--- config.mk ---
export PLATFORM = sky130hd
export DESIGN_NAME = morse_keyer_ctrl
export DESIGN_NICKNAME = d
export VERILOG_FILES = /design/src/rtl/morse_keyer_ctrl_pkg.sv /design/src/rtl/morse_counter.sv /design/src/rtl/morse_keyer_ctrl.sv
export SDC_FILE = /design/constraint.sdc
export NUM_CORES = 1
export LEC_CHECK = 0
export BUFFER_PORTS_ARGS = -buffer_cell sky130_fd_sc_hd__buf_2
export CAP_MARGIN = 5
export CORE_MARGIN = 2
export CORE_UTILIZATION = 30
export DETAILED_ROUTE_END_ITERATION = 6
export GPL_ROUTABILITY_DRIVEN = 0
export REMOVE_ABC_BUFFERS = 1
export SYNTH_ARGS = -nofsm -noshare
export SYNTH_HDL_FRONTEND = slang
export SYNTH_SLANG_ARGS = --single-unit
export TNS_END_PERCENT = 30
--- constraint.sdc ---
create_clock -name clk_i -period 2.2 [get_ports clk_i]
set_input_delay 0.44 -clock clk_i [delete_from_list [all_inputs] [get_ports clk_i]]
set_output_delay 0.44 -clock clk_i [all_outputs]
set_load 0.05 [all_outputs]
--- src/rtl/morse_keyer_ctrl_pkg.sv ---
// Shared definitions for the Morse keyer: FSM state encoding, element lengths
// in Morse time units and the unit-counter width.
package morse_keyer_ctrl_pkg;

    typedef enum logic [1:0] {
        ST_IDLE = 2'd0,
        ST_MARK = 2'd1,
        ST_GAP  = 2'd2,
        ST_TAIL = 2'd3
    } keyer_state_e;

    localparam int DOT_UNITS      = 1;
    localparam int DASH_UNITS     = 3;
    localparam int SYM_GAP_UNITS  = 1;
    localparam int CHAR_GAP_UNITS = 3;
    localparam int WORD_GAP_UNITS = 7;

    localparam int UNIT_CNT_W = 3;

    typedef logic [UNIT_CNT_W-1:0] unit_cnt_t;

    // The unit counter ends an element when it reads zero at a tick, so it
    // is preloaded with one less than the element length.
    function automatic unit_cnt_t units_load(input int units);
        return unit_cnt_t'(units - 1);
    endfunction

endpackage

--- src/rtl/morse_counter.sv ---
// Load/enable down-counter with rollover strobe; used as the Morse unit-time
// prescaler. Counts START_AT-1 down to 0, then reloads by itself.
module morse_counter #(
    parameter int WIDTH    = 20,
    parameter int START_AT = 600000
) (
    input  logic clk_i,
    input  logic rstn_i,
    input  logic load_i,
    input  logic enable_i,
    output logic rollover_o
);

    localparam logic [WIDTH-1:0] RELOAD = WIDTH'(START_AT - 1);

    logic [WIDTH-1:0] count;

    always_ff @(posedge clk_i or negedge rstn_i) begin
        if (!rstn_i) begin
            count <= '0;
        end else if (load_i) begin
            count <= RELOAD;
        end else if (enable_i) begin
            if (count == '0) begin
                count <= RELOAD;
            end else begin
                count <= count - 1'b1;
            end
        end
    end

    assign rollover_o = enable_i && (count == '0);

endmodule

--- src/rtl/morse_keyer_ctrl.sv ---
// Morse keyer controller: sequences one character (or a word space) onto the
// key output using a unit-time prescaler, then pulses done_o.
module morse_keyer_ctrl
    import morse_keyer_ctrl_pkg::*;
#(
    parameter int UNIT_CYCLES = 600000,
    parameter int PRE_W       = 20,
    parameter int MAX_SYMS    = 6
) (
    input  logic                clk_i,
    input  logic                rstn_i,
    input  logic                req_i,
    input  logic [MAX_SYMS-1:0] code_i,
    input  logic [2:0]          len_i,
    input  logic                abort_i,
    output logic                ready_o,
    output logic                busy_o,
    output logic                key_o,
    output logic                done_o
);

    localparam logic [2:0] MAX_LEN = 3'(MAX_SYMS);

    keyer_state_e        state, state_next;
    unit_cnt_t           unit_cnt, unit_next;
    logic [2:0]          sym_idx, idx_next;
    logic [2:0]          len_q, len_next;
    logic [MAX_SYMS-1:0] code_q, code_next;
    logic                key_next, done_next;
    logic                entry;
    logic                tick;
    logic                elem_end;
    logic [2:0]          len_clamped;
    logic [2:0]          idx_inc;

    assign len_clamped = (len_i > MAX_LEN) ? MAX_LEN : len_i;
    assign idx_inc     = sym_idx + 3'd1;
    assign elem_end    = tick && (unit_cnt == '0);

    assign ready_o = (state == ST_IDLE);
    assign busy_o  = ~ready_o;

    morse_counter #(
        .WIDTH    (PRE_W),
        .START_AT (UNIT_CYCLES)
    ) u_prescaler (
        .clk_i      (clk_i),
        .rstn_i     (rstn_i),
        .load_i     (entry),
        .enable_i   (busy_o),
        .rollover_o (tick)
    );

    always_ff @(posedge clk_i or negedge rstn_i) begin
        if (!rstn_i) begin
            state    <= ST_IDLE;
            unit_cnt <= '0;
            sym_idx  <= '0;
            len_q    <= '0;
            code_q   <= '0;
            key_o    <= 1'b0;
            done_o   <= 1'b0;
        end else begin
            state    <= state_next;
            unit_cnt <= unit_next;
            sym_idx  <= idx_next;
            len_q    <= len_next;
            code_q   <= code_next;
            key_o    <= key_next;
            done_o   <= done_next;
        end
    end

    // Every transition raises 'entry' so the prescaler restarts a full unit
    // on the same edge the new element begins.
    always_comb begin
        state_next = state;
        unit_next  = unit_cnt;
        idx_next   = sym_idx;
        len_next   = len_q;
        code_next  = code_q;
        done_next  = 1'b0;
        entry      = 1'b0;

        if (tick && (unit_cnt != '0)) begin
            unit_next = unit_cnt - 1'b1;
        end

        case (state)
            ST_IDLE: begin
                if (req_i && !abort_i) begin
                    code_next = code_i;
                    len_next  = len_clamped;
                    idx_next  = '0;
                    entry     = 1'b1;
                    if (len_clamped != 3'd0) begin
                        state_next = ST_MARK;
                        unit_next  = code_i[0] ? units_load(DASH_UNITS)
                                               : units_load(DOT_UNITS);
                    end else begin
                        state_next = ST_TAIL;
                        unit_next  = units_load(WORD_GAP_UNITS);
                    end
                end
            end
            ST_MARK: begin
                if (elem_end) begin
                    entry = 1'b1;
                    if (idx_inc == len_q) begin
                        state_next = ST_TAIL;
                        unit_next  = units_load(CHAR_GAP_UNITS);
                    end else begin
                        state_next = ST_GAP;
                        unit_next  = units_load(SYM_GAP_UNITS);
                    end
                end
            end
            ST_GAP: begin
                if (elem_end) begin
                    entry      = 1'b1;
                    idx_next   = idx_inc;
                    state_next = ST_MARK;
                    unit_next  = code_q[idx_inc] ? units_load(DASH_UNITS)
                                                 : units_load(DOT_UNITS);
                end
            end
            ST_TAIL: begin
                if (elem_end) begin
                    entry      = 1'b1;
                    state_next = ST_IDLE;
                    done_next  = 1'b1;
                end
            end
            default: begin
                state_next = ST_IDLE;
            end
        endcase

        if (abort_i && (state != ST_IDLE)) begin
            state_next = ST_IDLE;
            done_next  = 1'b0;
            entry      = 1'b1;
        end

        key_next = (state_next == ST_MARK);
    end

endmodule

==> results of run 1 <==
[power groups by stage]
stage,clock network [mW],registers (mW),logic (mW)
6_report,0.704,0.895,0.754
5_1_grt,0.762,0.907,0.844
4_1_cts,0.731,0.893,0.735
3_5_place_dp,0,0.904,0.724
3_3_place_gp,0,0.901,0.714
2_1_floorplan,0,0.940,0.371
[synthesized netlist by cell type (all sizes together), types with 2 or more instances]
cell,instances
nor2b,2
nor4,5
nand3,6
xnor2,11
or4,3
nor3,11
nand2b,3
a21oi,6
ha,5
mux2i,2
xor2,2
nor4b,3
or2,3
dfrtp,39
a31oi,4
nor2,22
a211o,3
inv,10
clkbuf,5
o41ai,3
or3,2
o21ai,24
nand2,49
[registers in the layout, indices dropped and copies added (netlist names)]
name	count
u_prescaler.count	20
code_q	6
len_q	3
sym_idx	3
unit_cnt	3
state	2
done_o	1
key_o	1
[stage by stage]
step           hold slack (ns)  worst slack, ns  TNS, ns  instances  total power [mW]
3_3_place_gp             0.458          -0.0764   -0.598        394              1.62
3_5_place_dp             0.465           -0.112   -0.725        394              1.63
4_1_cts                  0.216           -0.132   -0.405        403              2.36
2_1_floorplan            0.144           -0.259    -2.25        239              1.31
5_1_grt                  0.241           -0.203    -2.15        403              2.51
6_report                 0.190           -0.115   -0.299        403              2.35
[worst max-delay path, stage by stage (launching register included)]
cell and delay (ns):
dfrtp_1 0.39, or4_4 0.53, or4_4 0.48, nor2_4 0.13, o22ai_2 0.08, maj3_2 0.30
o32a_1 0.29
[timing repair]
item | 4_1_cts | 5_1_grt
pin swaps | 4 | 2
setup buffers | 1 | 0
hold buffers | 0 | 0
gates resized for setup | 4 | 9
setup endpoints to repair | 21 | 28
[cell families after synthesis]
group	synth area share [%]
adders and majority gates	3.37
xor gates and xnor gates	5.19
muxes	2.45
and+or+nand+nor	26.2
buffers and inverters	2.80
AOI/OAI and AO/OA	15.5
DFF	44.5
[routing by layer]
| metal | track usage [%] | share of wire, % | up-vias |
|---|---|---|---|
| li1 | - | - | 984 |
| met1 | 19.0 | 47 | 946 |
| met2 | 23.5 | 47 | 39 |
| met3 | 3.14 | 4.1 | 8 |
| met4 | 4.07 | 1.4 | 0 |
| met5 | 0 | 0 | - |
[path summary, 6_finish.rpt]
path	start	endpoint	slack, ns	cells after the start
min in group clk_i	code_i[4]	code_q[4]	0.34	3
setup / recovery	u_prescaler.count[12]	unit_cnt[1]	-0.11	6
setup reg to reg	u_prescaler.count[12]	unit_cnt[1]	-0.11	6
hold reg to reg	code_q[1]	code_q[1]	0.48	2
max in group asynchronous	rstn_i	code_q[2]	1.63	2
hold / removal	rstn_i	key_o	0.19	2
[final cells by class]
class | count | area [um^2] | area share, %
Inverter | 10 | 37.5 | 1.30
Sequential cell | 39 | 976 | 33.9
Clock inverter | 2 | 60.1 | 2.08
Tap cell | 99 | 124 | 4.30
Multi-Input combinational cell | 190 | 1220 | 42.5
Timing Repair Buffer | 57 | 388 | 13.5
Clock buffer | 6 | 72.6 | 2.52
[placed cells by master (no fill, tap or decap), drive strengths merged, types with 2 or more instances in the layout]
cell type  instances
or4                3
nand2             49
a21oi              6
a211o              3
nor4               5
inv               10
nor3              11
clkbuf             6
mux2i              2
or3                2
ha                 5
nor4b              3
xor2               2
o21ai             24
nor2b              2
xnor2             11
nand3              6
or2                3
buf               57
o41ai              3
nand2b             3
dfrtp             39
nor2              22
a31oi              4
bufinv             2
==> impl_metrics.toml, run 1 <==
[global_route]
grt_first_pass_wirelength_mm = 8.77
overflow = 0
first_global_vias = 1879
grt_max_degree = 40
antenna_found_initial = 0
track_usage_pct = 14.3

[detailed_routing]
drc = 0
routed_via_density = 4.91
wl_per_cell_um = 13.2
totalWireLength_mm = 5.31
first_iter_violations = 113
drt_first_pass_iters = 4
num_vias = 1977
antenna_left = 0

[power_and_ir_drop]
p_leak_nw = 1.21
power_frac_comb_pct = 32.0
power.share.sequential_pct = 38.0
clkPwrFrac_pct = 29.9
p_sw_share_pct = 31.7
p_per_area_nw_per_um2 = 816
ir_worst_vdd_mv = 0.359
p_switching_uw = 746
p_int_mw = 1.61

[layout]
fin_nets = 321
postLayoutCellArea_um2 = 2880
n_fill_cell = 703
fin_util_pct = 40.2
num_antenna_cells = 0
syn2layout_area_growth_pct = 31.4
drive_gt1_share_pct = 29.9

[sta]
timing.fmax_ghz = 0.432
worst_clock_skew_ns = 0.00948
finalMaxSlewViolations = 0
hold_violations = 0
min_period_ns = 2.31
worstMarginPinSlew_ns = 0.510
fin_ws_ns = -0.115
slew-limit-headroom_pct = 66.0
finalSetupViolations = 10
grt_setup_unrepaired = "yes"
post-route-period-util_pct = 105

[placed_design]
dp_hpwl_mm = 3.88
dpl_cell_area_um2 = 2680
port_buffers = 16

[die]
rows = 31
die_w_um = 89.5
start_util_pct = 30.6
io_pins = 17
die-area_um2 = 8010
die_y_um = 89.5
coreArea_um2 = 7180

[synth]
synth_top_area_cell = "dfrtp_1"
yosysWarnings = 0
synth.top_cell.area_share_pct = 44.5
ys_seq_elements = 39
async_flop_share_pct = 100
ys.flop_type = "dfrtp_1"
synth_cell_types = 49
netlist_instances = 245
synth-seq-area-share_pct = 44.5
ys_top_cells_by_area = "dfrtp_1 44%, nand2_1 8.4%, o21ai_0 5.2%"
synth_enable_flop_cells = 0
avgSynthCellArea_um2 = 8.95
syn-cell-area_um2 = 2190

[clock_tree]
cts_max_level = 2
cts_buffers = 5
cts_tree = "built"
clk_pin_slew_ns = 0.08
clock_path_buffers = 2
cts_root_buffer = "clkbuf_8"
clock_latency_ns = 0.29
cts.sinks = 39

[critical_path]
crit_type = "reg -> reg"
cp.required_ns = 2.37
critPathLaunchType = "register"
endpoint_kind = "register"
cp.arrival_ns = 2.49
critPathMaxFanout = 4

[outcome]
violations = "setup timing"
status = "complete, but fails checks"

[hold_path]
hp-class = "in -> async"

[flow_run]
drv_cap = 0
No activity file was read; power rests on OpenSTA's default activity.
==> run 2, diff against run 1 <==
--- a/config.mk
+++ b/config.mk
@@ -9,8 +9,10 @@
 export CAP_MARGIN = 5
 export CORE_MARGIN = 2
 export CORE_UTILIZATION = 30
+export CTS_BUF_LIST = sky130_fd_sc_hd__clkbuf_4 sky130_fd_sc_hd__clkbuf_8 sky130_fd_sc_hd__clkbuf_16
 export DETAILED_ROUTE_END_ITERATION = 6
 export GPL_ROUTABILITY_DRIVEN = 0
+export MAX_ROUTING_LAYER = met4
 export REMOVE_ABC_BUFFERS = 1
 export SYNTH_ARGS = -nofsm -noshare
 export SYNTH_HDL_FRONTEND = slang
==> impl_metrics.toml, run 2 (synthesized netlist as in run 1, its figures left out) <==
[placed_design]
place_ws_ns = -0.112
dp_hpwl_mm = 3.88
placedCellCount = 394
dpl_cell_area_um2 = 2680
port_buffers = 16

[die]
start_util_pct = 30.6
die_w_um = 89.5
die-area_um2 = 8010
io_pins = 17
coreArea_um2 = 7180
rows = 31
die_y_um = 89.5

[clock_tree]
clock_path_buffers = 2
cts_max_level = 2
cts_buffers = 5
clock_latency_ns = 0.29
clk_pin_slew_ns = 0.08
cts_tree = "built"
cts_root_buffer = "clkbuf_8"
cts.sinks = 39
cts.hold.buffers_added = 0

[detailed_routing]
num_vias = 1974
drc = 0
routed_via_density = 4.90
antenna_left = 0
first_iter_violations = 91
totalWireLength_mm = 5.33
drt_first_pass_iters = 4
wl_per_cell_um = 13.2

[layout]
layout.cells.non_filler = 403
final_common_cell = "nand2_1"
num_antenna_cells = 0
drive_gt1_share_pct = 30.3
final_cell_mix = "48 x nand2_1, 41 x buf_4, 39 x dfrtp_1, 22 x o21ai_0, 21 x nor2_1"
fin_nets = 321
top_register = "u_prescaler.count"
postLayoutCellArea_um2 = 2890
reg_top3 = "u_prescaler.count (20), code_q (6)"
syn2layout_area_growth_pct = 31.6
largest_reg_flops = 20

[global_route]
track_usage_pct = 14.8
overflow = 0
first_global_vias = 1877
grt_first_pass_wirelength_mm = 8.79
grt_max_degree = 40
antenna_found_initial = 0

[sta]
finalSetupViolations = 9
timing.fmax_ghz = 0.432
worst_clock_skew_ns = 0.00890
grt_setup_unrepaired = "yes"
fin_tns_setup_ns = -0.291
slew-limit-headroom_pct = 66.0
hold_violations = 0
post-route-period-util_pct = 105
finalMaxSlewViolations = 0
min_period_ns = 2.31
worstMarginPinSlew_ns = 0.511
fin_ws_ns = -0.113

[critical_path]
slowest_stage = "or4_4"
cp.arrival_ns = 2.48
critPathMaxFanout = 4
worstReg2RegStart = "u_prescaler.count[12]"
r2r_end = "unit_cnt[1]"
critPathLaunchType = "register"
reg2reg_depth = 6
r2r_setup_slack_ns = -0.11
cp.required_ns = 2.37
worst_path_largest_cell_delay_ns = 0.53
endpoint_kind = "register"
crit_type = "reg -> reg"
crit_chain = "or4_4 -> or4_4 -> nor2_4 -> o22ai_2 -> maj3_2 -> o32a_1"
cpMostUsedCell = "or4_4"

[power_and_ir_drop]
p_per_area_nw_per_um2 = 819
power_frac_comb_pct = 31.9
p_sw_share_pct = 31.5
p_int_mw = 1.62
p_switching_uw = 746
p_leak_nw = 1.21
clkPwrFrac_pct = 30.2
ir_worst_vdd_mv = 0.359
finalPower_mw = 2.36
power.share.sequential_pct = 37.8

[flow_run]
drv_cap = 0

[outcome]
status = "complete, but fails checks"
violations = "setup timing"

[hold_path]
hp-class = "in -> async"
-- run 2: changes by cell type in the layout (fill, tap and decap cells not counted) --
| cell | change |
|---|---|
| clkbuf_4 | +1 |
| clkbuf_1 | -1 |
-- run 2: layout make-up --
class	instances	area [um^2]
Clock inverter	2	60.1
Fill cell	701	4290
Timing Repair Buffer	57	388
Multi-Input combinational cell	190	1220
Tap cell	99	124
Clock buffer	6	76.3
Inverter	10	37.5
Sequential cell	39	976
-- run 2: routing by layer --
layer	vias to the layer above	global-route usage (%)	wire, um
li1	982	-	-
met1	950	19.1	2540
met2	34	23.4	2500
met3	8	3.14	210
met4	0	4.07	73
met5	-	-	0
-- run 2: power groups by stage --
stage | combinational [mW] | clock (mW) | sequential, mW
global placement | 0.714 | 0 | 0.901
finish | 0.755 | 0.715 | 0.894
detailed placement | 0.724 | 0 | 0.904
floorplan | 0.371 | 0 | 0.940
global route | 0.844 | 0.775 | 0.907
CTS | 0.735 | 0.744 | 0.893
-- run 2: critical path: cells and delay by family, from the launching register on --
kind,cells,cell delay (ns)
fa+ha+maj,1,0.30
compound gates,2,0.37
simple gates,3,1.14
flops,1,0.39
-- run 2: worst max path at each step --
stage                               start               endpoint  cells past startpoint
floorplan                        state[1]  u_prescaler.count[18]                      7
global placement    u_prescaler.count[12]  u_prescaler.count[11]                      5
detailed placement  u_prescaler.count[12]            unit_cnt[1]                      6
CTS                 u_prescaler.count[12]            unit_cnt[1]                      6
global route        u_prescaler.count[12]            unit_cnt[1]                      6
finish              u_prescaler.count[12]            unit_cnt[1]                      6
-- run 2: what timing repair did --
action,4_1_cts,5_1_grt
setup buffers,1,0
endpoints found under the setup margin,21,28
pin swaps,4,2
gates cloned,0,0
gates resized for setup,4,9
-- run 2: metrics by stage --
step	hold WS [ns]	utilization [%]
global route	0.241	40.2
CTS	0.216	39.6
detailed placement	0.465	37.3
global placement	0.458	37.3
floorplan	0.144	-
finish	0.190	40.2
==> run 3, diff against run 2 <==
==> constraint.sdc (replaced) <==
create_clock -name clk_i -period 2.2 [get_ports clk_i]
set_input_delay 0.22 -clock clk_i [delete_from_list [all_inputs] [get_ports clk_i]]
set_output_delay 0.22 -clock clk_i [all_outputs]
set_load 0.05 [all_outputs]
==> impl_metrics.toml, run 3 (synthesized netlist as in run 1, its figures left out) <==
[placed_design]
port_buffers = 16
dp_hpwl_mm = 3.92
place_ws_ns = -0.111

[detailed_routing]
antenna_left = 0
routed_via_density = 4.79
totalWireLength_mm = 5.21
num_vias = 1945
first_iter_violations = 115
wl_per_cell_um = 12.8
drc = 0
drt_first_pass_iters = 4

[layout]
fin_nets = 324
multi_input_area_um2 = 1220
drive_gt1_share_pct = 29.6
reg_top3 = "u_prescaler.count (20), code_q (6)"
final_common_cell = "nand2_1"
largest_reg_flops = 20
final_cell_mix = "48 x nand2_1, 43 x buf_4, 39 x dfrtp_1, 22 x o21ai_0, 21 x nor2_1"
n_fill_cell = 712
num_antenna_cells = 0
top_register = "u_prescaler.count"
syn2layout_area_growth_pct = 31.5
area.sequential_um2 = 976

[global_route]
grt_max_degree = 22
overflow = 0
grt_first_pass_wirelength_mm = 8.62
first_global_vias = 1836
track_usage_pct = 14.5
antenna_found_initial = 0

[sta]
hold_violations = 0
hold_slack_ns = 0.113
grt_setup_unrepaired = "yes"
timing.fmax_ghz = 0.435
worstMarginPinSlew_ns = 0.487
fin_ws_ns = -0.100
worst_clock_skew_ns = 0.00801
min_period_ns = 2.30
slew-limit-headroom_pct = 67.6
finalSetupViolations = 6
post-route-period-util_pct = 105
finalMaxSlewViolations = 0

[critical_path]
critPathLaunchType = "register"
cpMostUsedCell = "or4_4"
critical_path.top_delay_family = "simple AND/OR/NAND/NOR gates"
r2r_setup_slack_ns = -0.10
cp.required_ns = 2.38
crit_chain = "or4_4 -> or4_4 -> nor2_4 -> o22ai_2 -> maj3_2 -> o32a_1"
critPathBufInv = 0
slowest_stage = "or4_4"
endpoint_kind = "register"
critPathMaxFanout = 4
cp.arrival_ns = 2.48
crit_type = "reg -> reg"
worst_path_largest_cell_delay_ns = 0.53

[clock_tree]
cts_root_buffer = "clkbuf_8"
clk_pin_slew_ns = 0.08
cts.sinks = 39
clock_latency_ns = 0.29
cts_max_level = 2
cts_tree = "built"
cts_buffers = 5
clock_path_buffers = 2

[power_and_ir_drop]
p_leak_nw = 1.22
power.share.sequential_pct = 39.5
p_per_area_nw_per_um2 = 787
p_sw_share_pct = 32.8
ir_worst_vdd_mv = 0.285
clkPwrFrac_pct = 27.6
p_switching_uw = 744
power_frac_comb_pct = 33.0
p_int_mw = 1.53

[die]
coreArea_um2 = 7180
die_w_um = 89.5
rows = 31
die_y_um = 89.5
start_util_pct = 30.6
io_pins = 17
die-area_um2 = 8010

[outcome]
violations = "setup timing"
status = "complete, but fails checks"

[hold_path]
hp-class = "in -> reg"

[flow_run]
drv_cap = 0
==> run 3: changes by cell type in the layout (fill, tap and decap cells not counted), sizes merged <==
| cell | before | now |
|---|---|---|
| clkinv | 0 | 1 |
| buf | 57 | 59 |
| bufinv | 2 | 1 |
| dlygate4sd3 | 0 | 1 |
==> run 3: power groups by stage <==
stage	Clock (mW)	Combinational, mW	Sequential (mW)
after floorplan	0	0.371	0.940
after global placement	0	0.715	0.902
after detailed placement	0	0.725	0.904
after CTS	0.644	0.732	0.892
after global routing	0.678	0.848	0.908
final	0.625	0.748	0.896
==> run 3: path summary, 6_finish.rpt <==
kind | startpoint | end | depth (start not counted)
max in group asynchronous | rstn_i | u_prescaler.count[13] | 3
hold reg to reg | code_q[3] | code_q[3] | 2
setup reg to reg | u_prescaler.count[12] | unit_cnt[1] | 6
setup / recovery | u_prescaler.count[12] | unit_cnt[1] | 6
hold / removal | code_i[1] | code_q[1] | 3
min in group asynchronous | rstn_i | state[0] | 2
==> run 3: worst register-to-register path, cell delays in order (launching register included) <==
cell,delay (ns)
dfrtp_1,0.38
or4_4,0.53
or4_4,0.48
nor2_4,0.13
o22ai_2,0.08
maj3_2,0.31
o32a_1,0.28
==> run 3: layout make-up <==
cell class	instances	share of cell area (%)
sequential	39	33.8
clock buffer	6	2.86
clock inverter	2	1.21
inverter	10	1.30
multi-input combinational	190	42.2
timing repair buffer	60	14.3
tap	99	4.30
==> run 3: per-layer routing <==
metal  vias to the layer above  wire, um  global-route usage, %
li1                        991         -                      -
met1                       917      2520                   18.9
met2                        29      2480                   22.8
met3                         8       156                   3.32
met4                         0        57                   3.66
met5                         -         0                      -
==> run 3: per-stage QoR <==
step / setup TNS, ns / area, um^2 / instances / power (mW) / utilization [%]
2_1_floorplan: -2.25 / 2170 / 239 / 1.31 / -
3_3_place_gp: -0.142 / 2680 / 394 / 1.62 / 37.3
3_5_place_dp: -0.498 / 2680 / 394 / 1.63 / 37.3
4_1_cts: -0.369 / 2840 / 405 / 2.27 / 39.6
5_1_grt: -2.47 / 2880 / 406 / 2.43 / 40.2
6_report: -0.240 / 2880 / 406 / 2.27 / 40.2
==> run 3: timing repair <==
| action | 4_1_cts | 5_1_grt |
|---|---|---|
| cloned | 0 | 0 |
| buffers inserted | 2 | 1 |
| hold buffers | 1 | 0 |
| endpoints found under the hold margin | 20 | 0 |
| resized for setup | 4 | 6 |
| pin swaps | 3 | 4 |
| endpoints found under the setup margin | 17 | 25 |
